<file path="config.mk">
export PLATFORM = sky130hd
export DESIGN_NAME = prog_mealy_fsm_flat
export DESIGN_NICKNAME = d
export VERILOG_FILES = /design/src/rtl/prog_mealy_fsm_if.sv /design/src/rtl/prog_mealy_fsm.sv /design/src/flat_wrapper.sv
export SDC_FILE = /design/constraint.sdc
export NUM_CORES = 1
export LEC_CHECK = 0
export ABC_AREA = 1
export CAP_MARGIN = 20
export CORE_MARGIN = 5
export CORE_UTILIZATION = 40
export DETAILED_ROUTE_END_ITERATION = 8
export PLACE_DENSITY = 0.6
export SLEW_MARGIN = 20
export SYNTH_ARGS = -nofsm -noshare
export SYNTH_HDL_FRONTEND = slang
export SYNTH_SLANG_ARGS = --single-unit
</file>
<file path="constraint.sdc">
create_clock -name clk -period 1.8 [get_ports clk]
set_clock_uncertainty 0.15 [all_clocks]
set_input_delay 0.18 -clock clk [delete_from_list [all_inputs] [get_ports clk]]
set_output_delay 0.18 -clock clk [all_outputs]
set_load 0.05 [all_outputs]
</file>
<file path="src/rtl/prog_mealy_fsm_if.sv">
// prog_mealy_fsm_if: run/config/status bundle for the programmable table-driven FSM
//   master drives en, x, cfg_we, cfg_state, cfg_in, cfg_next, cfg_out
//   slave  drives y, state_o, trans_cnt
interface prog_mealy_fsm_if #(
  parameter int STATE_W = 2,
  parameter int IN_W    = 2,
  parameter int OUT_W   = 1
);
  logic               en;
  logic [IN_W-1:0]    x;
  logic [OUT_W-1:0]   y;
  logic [STATE_W-1:0] state_o;
  logic               cfg_we;
  logic [STATE_W-1:0] cfg_state;
  logic [IN_W-1:0]    cfg_in;
  logic [STATE_W-1:0] cfg_next;
  logic [OUT_W-1:0]   cfg_out;
  logic [15:0]        trans_cnt;
  modport master (
    output en, x, cfg_we, cfg_state, cfg_in, cfg_next, cfg_out,
    input  y, state_o, trans_cnt
  );
  modport slave (
    input  en, x, cfg_we, cfg_state, cfg_in, cfg_next, cfg_out,
    output y, state_o, trans_cnt
  );
endinterface

</file>
<file path="src/rtl/prog_mealy_fsm.sv">
// prog_mealy_fsm: run-time programmable table-driven FSM, Mealy or registered output
//   clk, rst_n : clock and synchronous active-low reset
//   bus.slave  : en/x advance the machine, cfg_* write one table entry per cycle,
//                y/state_o/trans_cnt report output, current state and state-change count
module prog_mealy_fsm #(
  parameter int STATE_W     = 2,
  parameter int IN_W        = 2,
  parameter int OUT_W       = 1,
  parameter int RESET_STATE = 0,
  parameter int REG_OUT     = 0
) (
  input logic              clk,
  input logic              rst_n,
  prog_mealy_fsm_if.slave  bus
);
  localparam int N_ENT = 2 ** (STATE_W + IN_W);
  typedef struct packed {
    logic [STATE_W-1:0] nxt;
    logic [OUT_W-1:0]   out;
  } entry_t;
  entry_t             tbl [N_ENT];
  entry_t             cur;
  logic [STATE_W-1:0] state;
  logic [OUT_W-1:0]   y_q;
  logic [15:0]        cnt;
  // Reads see the table as it stood before this cycle's write, so a
  // same-cycle write to {state, x} only takes effect next cycle.
  assign cur = tbl[{state, bus.x}];
  always_ff @(posedge clk)
    if (!rst_n)
      for (int i = 0; i < N_ENT; i++) tbl[i] <= '{nxt: STATE_W'(RESET_STATE), out: '0};
    else if (bus.cfg_we)
      tbl[{bus.cfg_state, bus.cfg_in}] <= '{nxt: bus.cfg_next, out: bus.cfg_out};
  always_ff @(posedge clk)
    if (!rst_n) begin
      state <= STATE_W'(RESET_STATE);
      cnt   <= '0;
      y_q   <= '0;
    end else if (bus.en) begin
      state <= cur.nxt;
      y_q   <= cur.out;
      if (cur.nxt != state && cnt != 16'hFFFF) cnt <= cnt + 16'd1;
    end
  assign bus.y         = (REG_OUT != 0) ? y_q : cur.out;
  assign bus.state_o   = state;
  assign bus.trans_cnt = cnt;
endmodule

</file>
<file path="src/flat_wrapper.sv">
// flat-port wrapper written by rule: the top's interface ports become plain ports
module prog_mealy_fsm_flat 
#(
  parameter int STATE_W     = 2,
  parameter int IN_W        = 2,
  parameter int OUT_W       = 1,
  parameter int RESET_STATE = 0,
  parameter int REG_OUT     = 0
)
  (clk, rst_n, bus_en, bus_x, bus_cfg_we, bus_cfg_state, bus_cfg_in, bus_cfg_next, bus_cfg_out, bus_y, bus_state_o, bus_trans_cnt);
  prog_mealy_fsm_if #(.STATE_W(STATE_W), .IN_W(IN_W), .OUT_W(OUT_W)) bus_i ();
  input logic clk;
  input logic rst_n;
  input wire logic [$bits(bus_i.en)-1:0] bus_en;
  input wire logic [$bits(bus_i.x)-1:0] bus_x;
  input wire logic [$bits(bus_i.cfg_we)-1:0] bus_cfg_we;
  input wire logic [$bits(bus_i.cfg_state)-1:0] bus_cfg_state;
  input wire logic [$bits(bus_i.cfg_in)-1:0] bus_cfg_in;
  input wire logic [$bits(bus_i.cfg_next)-1:0] bus_cfg_next;
  input wire logic [$bits(bus_i.cfg_out)-1:0] bus_cfg_out;
  output wire logic [$bits(bus_i.y)-1:0] bus_y;
  output wire logic [$bits(bus_i.state_o)-1:0] bus_state_o;
  output wire logic [$bits(bus_i.trans_cnt)-1:0] bus_trans_cnt;
  assign bus_i.en = bus_en;
  assign bus_i.x = bus_x;
  assign bus_i.cfg_we = bus_cfg_we;
  assign bus_i.cfg_state = bus_cfg_state;
  assign bus_i.cfg_in = bus_cfg_in;
  assign bus_i.cfg_next = bus_cfg_next;
  assign bus_i.cfg_out = bus_cfg_out;
  assign bus_y = bus_i.y;
  assign bus_state_o = bus_i.state_o;
  assign bus_trans_cnt = bus_i.trans_cnt;
  prog_mealy_fsm #(.STATE_W(STATE_W), .IN_W(IN_W), .OUT_W(OUT_W), .RESET_STATE(RESET_STATE), .REG_OUT(REG_OUT)) u_core (.clk(clk), .rst_n(rst_n), .bus(bus_i));
endmodule
</file>
==> impl_metrics.xml <==
<?xml version="1.0" encoding="UTF-8"?>
<metrics>
  <group name="route">
    <metric name="first_pass_iteration_count_of_the_detailed_router" unit="">6</metric>
    <metric name="ant_nets" unit="">0</metric>
    <metric name="drt_first_iter_violations" unit="">257</metric>
    <metric name="wl_per_cell" unit="um">14.3</metric>
    <metric name="drt_drc_violations_left" unit="">0</metric>
    <metric name="num_vias" unit="">3354</metric>
    <metric name="route.detailed.vias_per_inst" unit="">5.13</metric>
    <metric name="postRouteWirelength" unit="mm">9.38</metric>
  </group>
  <group name="timing">
    <metric name="timing.max_slew.rel_slack" unit="%">60.7</metric>
    <metric name="setup_ws" unit="ns">-0.0322</metric>
    <metric name="hold_viol_final" unit="">0</metric>
    <metric name="min_period" unit="ns">1.83</metric>
    <metric name="timing.final.max_slew_violations" unit="">0</metric>
    <metric name="setup_viol" unit="">12</metric>
    <metric name="tightest_slew" unit="ns">0.587</metric>
    <metric name="grt_setup_unrepaired" unit="">yes</metric>
    <metric name="post-route-period-util" unit="%">102</metric>
    <metric name="maxClockFrequency" unit="GHz">0.546</metric>
    <metric name="final.hold.worst_slack" unit="ns">0.406</metric>
  </group>
  <group name="logic_synthesis">
    <metric name="synthesis.area" unit="mm2">0.00352</metric>
    <metric name="post_synth_xor_area_fraction" unit="%">0</metric>
    <metric name="synth_seq_cells" unit="">66</metric>
    <metric name="yosysSeqAreaShare" unit="%">51.2</metric>
    <metric name="synth_warnings" unit="">0</metric>
    <metric name="netlist_instances" unit="">458</metric>
    <metric name="synth_fp_nets" unit="">472</metric>
    <metric name="synth_compound_gate_area_share" unit="%">3.09</metric>
    <metric name="yosys.area_share.adder" unit="%">0.355</metric>
    <metric name="syn-mean-instance-area" unit="um2">7.69</metric>
    <metric name="synth_top_family_by_area" unit="">simple AND/OR/NAND/NOR gates</metric>
    <metric name="synthMuxAreaShare" unit="%">0</metric>
    <metric name="synth.distinct_cells" unit="">28</metric>
    <metric name="post_synth_and_or_nand_nor_area_fraction" unit="%">33.9</metric>
  </group>
  <group name="placed_design">
    <metric name="place_inst" unit="">625</metric>
    <metric name="port_buffers" unit="">31</metric>
    <metric name="place.gp.congestion" unit="">0.850</metric>
    <metric name="hpwl" unit="mm">6.04</metric>
  </group>
  <group name="cells_and_area">
    <metric name="layout-drive-gt1-share" unit="%">24.2</metric>
    <metric name="synthToLayoutAreaGrowth" unit="%">32.7</metric>
    <metric name="most-common-layout-cells" unit="">112 x sky130_fd_sc_hd__nand2_1, 89 x sky130_fd_sc_hd__nor2_1, 70 x sky130_fd_sc_hd__buf_4</metric>
    <metric name="most_common_library_cell_in_the_layout_ignoring_fill_and_taps" unit="">sky130_fd_sc_hd__nand2_1</metric>
    <metric name="finalNonFillerCells" unit="">654</metric>
    <metric name="num-nets-final" unit="">555</metric>
    <metric name="layout.filler_cells" unit="">819</metric>
    <metric name="multi_input_area" unit="mm2">0.00152</metric>
    <metric name="insertedDiodeCount" unit="">0</metric>
    <metric name="area.sequential" unit="mm2">0.00184</metric>
  </group>
  <group name="setup_path">
    <metric name="cp.arrival" unit="ns">1.93</metric>
    <metric name="setup_crit_start_kind" unit="">register</metric>
    <metric name="worst-path-max-fanout" unit="">7</metric>
    <metric name="crit_path_cell_trace" unit="">ha_4 -&gt; nand2_4 -&gt; nor3_4 -&gt; nand4_1 -&gt; nand3b_4 -&gt; nand3_1 -&gt; nand2_1 -&gt; inv_1 -&gt; nor2_1</metric>
    <metric name="timing.rr.start" unit="">u_core.bus.trans_cnt[1]</metric>
    <metric name="worst-setup-path-type" unit="">reg2reg</metric>
    <metric name="cpPeakStageDelay" unit="ns">0.38</metric>
    <metric name="worst_r2r_path_cells" unit="">9</metric>
    <metric name="critPathLaunch" unit="">u_core.bus.trans_cnt[1]</metric>
    <metric name="worstPathRequired" unit="ns">1.89</metric>
    <metric name="timing.critical_path.to_type" unit="">register</metric>
    <metric name="cp_slowest_cell" unit="">sky130_fd_sc_hd__dfxtp_4</metric>
  </group>
  <group name="power_and_ir_drop">
    <metric name="switching_power" unit="W">0.00102</metric>
    <metric name="part_of_the_total_power_dissipated_in_combinational_logic" unit="%">17.1</metric>
    <metric name="power.share.clock" unit="%">34.3</metric>
    <metric name="ir_drop" unit="uV">415</metric>
    <metric name="power.share.switching" unit="%">28.5</metric>
    <metric name="sequentialPowerShare" unit="%">48.6</metric>
    <metric name="cellPowerDensity" unit="mW/mm2">765</metric>
    <metric name="leakagePower" unit="nW">2.20</metric>
    <metric name="power.internal" unit="W">0.00255</metric>
  </group>
  <group name="clock_tree">
    <metric name="cts_htree_levels" unit="">3</metric>
    <metric name="insertion_delay" unit="ns">0.34</metric>
    <metric name="clock-sinks" unit="">66</metric>
    <metric name="clock_tree.buffer_depth" unit="">2</metric>
    <metric name="cts.hold.buffers_added" unit="">0</metric>
    <metric name="cts_buffers" unit="">9</metric>
    <metric name="path_clk_slew" unit="ns">0.08</metric>
    <metric name="tritoncts_clock_tree" unit="">done</metric>
    <metric name="clock-root-buffer" unit="">sky130_fd_sc_hd__clkbuf_8</metric>
  </group>
  <group name="grt">
    <metric name="grt_usage" unit="%">16.7</metric>
    <metric name="grt_pass1_wl" unit="mm">14.7</metric>
    <metric name="grt_pass1_vias" unit="">3200</metric>
    <metric name="grt_max_degree" unit="">31</metric>
    <metric name="grt_remaining_overflow" unit="">0</metric>
    <metric name="antenna_violations_before_repair" unit="">0</metric>
  </group>
  <group name="outcome">
    <metric name="outcome" unit="">finished, violations left</metric>
    <metric name="violations" unit="">setup timing</metric>
  </group>
  <group name="floorplan">
    <metric name="die_footprint" unit="mm2">0.0108</metric>
    <metric name="die_w" unit="um">104</metric>
    <metric name="start_util" unit="%">40.8</metric>
    <metric name="floorplan.die.height" unit="um">104</metric>
    <metric name="floorplan.rows" unit="">34</metric>
    <metric name="core_region_area" unit="mm2">0.00864</metric>
    <metric name="num_io_pins" unit="">32</metric>
  </group>
  <group name="job">
    <metric name="cap_viol_max_count" unit="">0</metric>
  </group>
  <group name="worst_hold_path">
    <metric name="holdCritPathClass" unit="">reg2reg</metric>
    <metric name="worst_hold_path_depth" unit="">4</metric>
    <metric name="holdCritStartpoint" unit="">u_core.bus.trans_cnt[15]</metric>
  </group>
</metrics>
-- worst max-delay path, delay by kind of cell, from the launching register on --
family / cells / cell delay (ns)
and+or+nand+nor: 7 / 1.00
DFF: 1 / 0.38
adders and majority gates: 1 / 0.15
buffers and inverters: 1 / 0.05
-- synth_stat cells (all sizes together) --
master	number	area share [%]
nand3b	2	0.78
nor4	1	0.18
o211ai	1	0.21
o221ai	4	0.99
nand2	116	12
o22ai	1	0.18
inv	74	8.0
a21oi	2	0.28
edfxtp	48	41
dfxtp	18	10
o21ai	10	1.4
clkbuf	5	0.53
nand4	12	2.1
nor3	7	1.1
nor2	92	9.8
buf	14	2.9
nand3	50	7.5
ha	1	0.36
-- what timing repair did --
item,in CTS,in global routing
gates resized for setup,11,25
pin swaps,4,21
cloned,2,3
buffers inserted,5,3
setup endpoints to repair,17,17
-- cells by family (layout without fill, tap and decap cells) --
family,Yosys count,in the layout
adder cells (fa/ha/maj),1,1
AND/OR/NAND/NOR,280,285
AO/OA/AOI/OAI,18,18
buffers and inverters,93,176
flip-flops,66,66
-- sequential cells by signal (all words and copies together) (netlist names) --
signal                count
u_core.bus.trans_cnt     16
u_core.tbl               48
u_core.bus.state_o        2
-- cell type report --
cell class / instances / share of cell area [%]
clock buffers: 11 / 2.81
inverters: 74 / 6.05
flip-flops and latches: 66 / 39.4
multi-input cells: 304 / 32.5
repair buffers: 86 / 15.2
well taps: 108 / 2.89
clock inverters: 5 / 1.18
-- metal layers --
layer  GRT usage [%]  wire length [um]
met3            3.73               534
met4            7.31               240
met2            28.6              4600
met1            20.1              4000
met5               0                 0
-- final timing paths --
kind                         endpoint  slack (ns)
max reg2reg   u_core.bus.trans_cnt[8]       -0.03
min          u_core.bus.trans_cnt[15]        0.41
max           u_core.bus.trans_cnt[8]       -0.03
min reg2reg  u_core.bus.trans_cnt[15]        0.41
-- power groups by stage --
| stage | logic [W] | registers, W | clock network (W) |
|---|---|---|---|
| after detailed placement | 0.000515 | 0.00177 | 0 |
| after floorplan | 0.000305 | 0.00179 | 0 |
| after global placement | 0.000504 | 0.00177 | 0 |
| after CTS | 0.000541 | 0.00174 | 0.00126 |
| final | 0.000611 | 0.00174 | 0.00123 |
| after global routing | 0.000659 | 0.00174 | 0.00132 |
-- stage by stage --
stage / cell area [um2] / setup TNS (ns) / setup slack (ns) / total power (W) / util (%)
after global routing: 4670 / -1.57 / -0.152 / 0.00372 / 54.1
after detailed placement: 4240 / -8.46 / -0.547 / 0.00228 / 49.1
final: 4670 / -0.179 / -0.0322 / 0.00357 / 54.1
after global placement: 4240 / -7.75 / -0.501 / 0.00227 / 49.1
after CTS: 4500 / -0.0452 / -0.0452 / 0.00353 / 52.1
after floorplan: 3600 / 0 / 0.0000593 / 0.00210 / -
(Power assumes the default switching activity.)
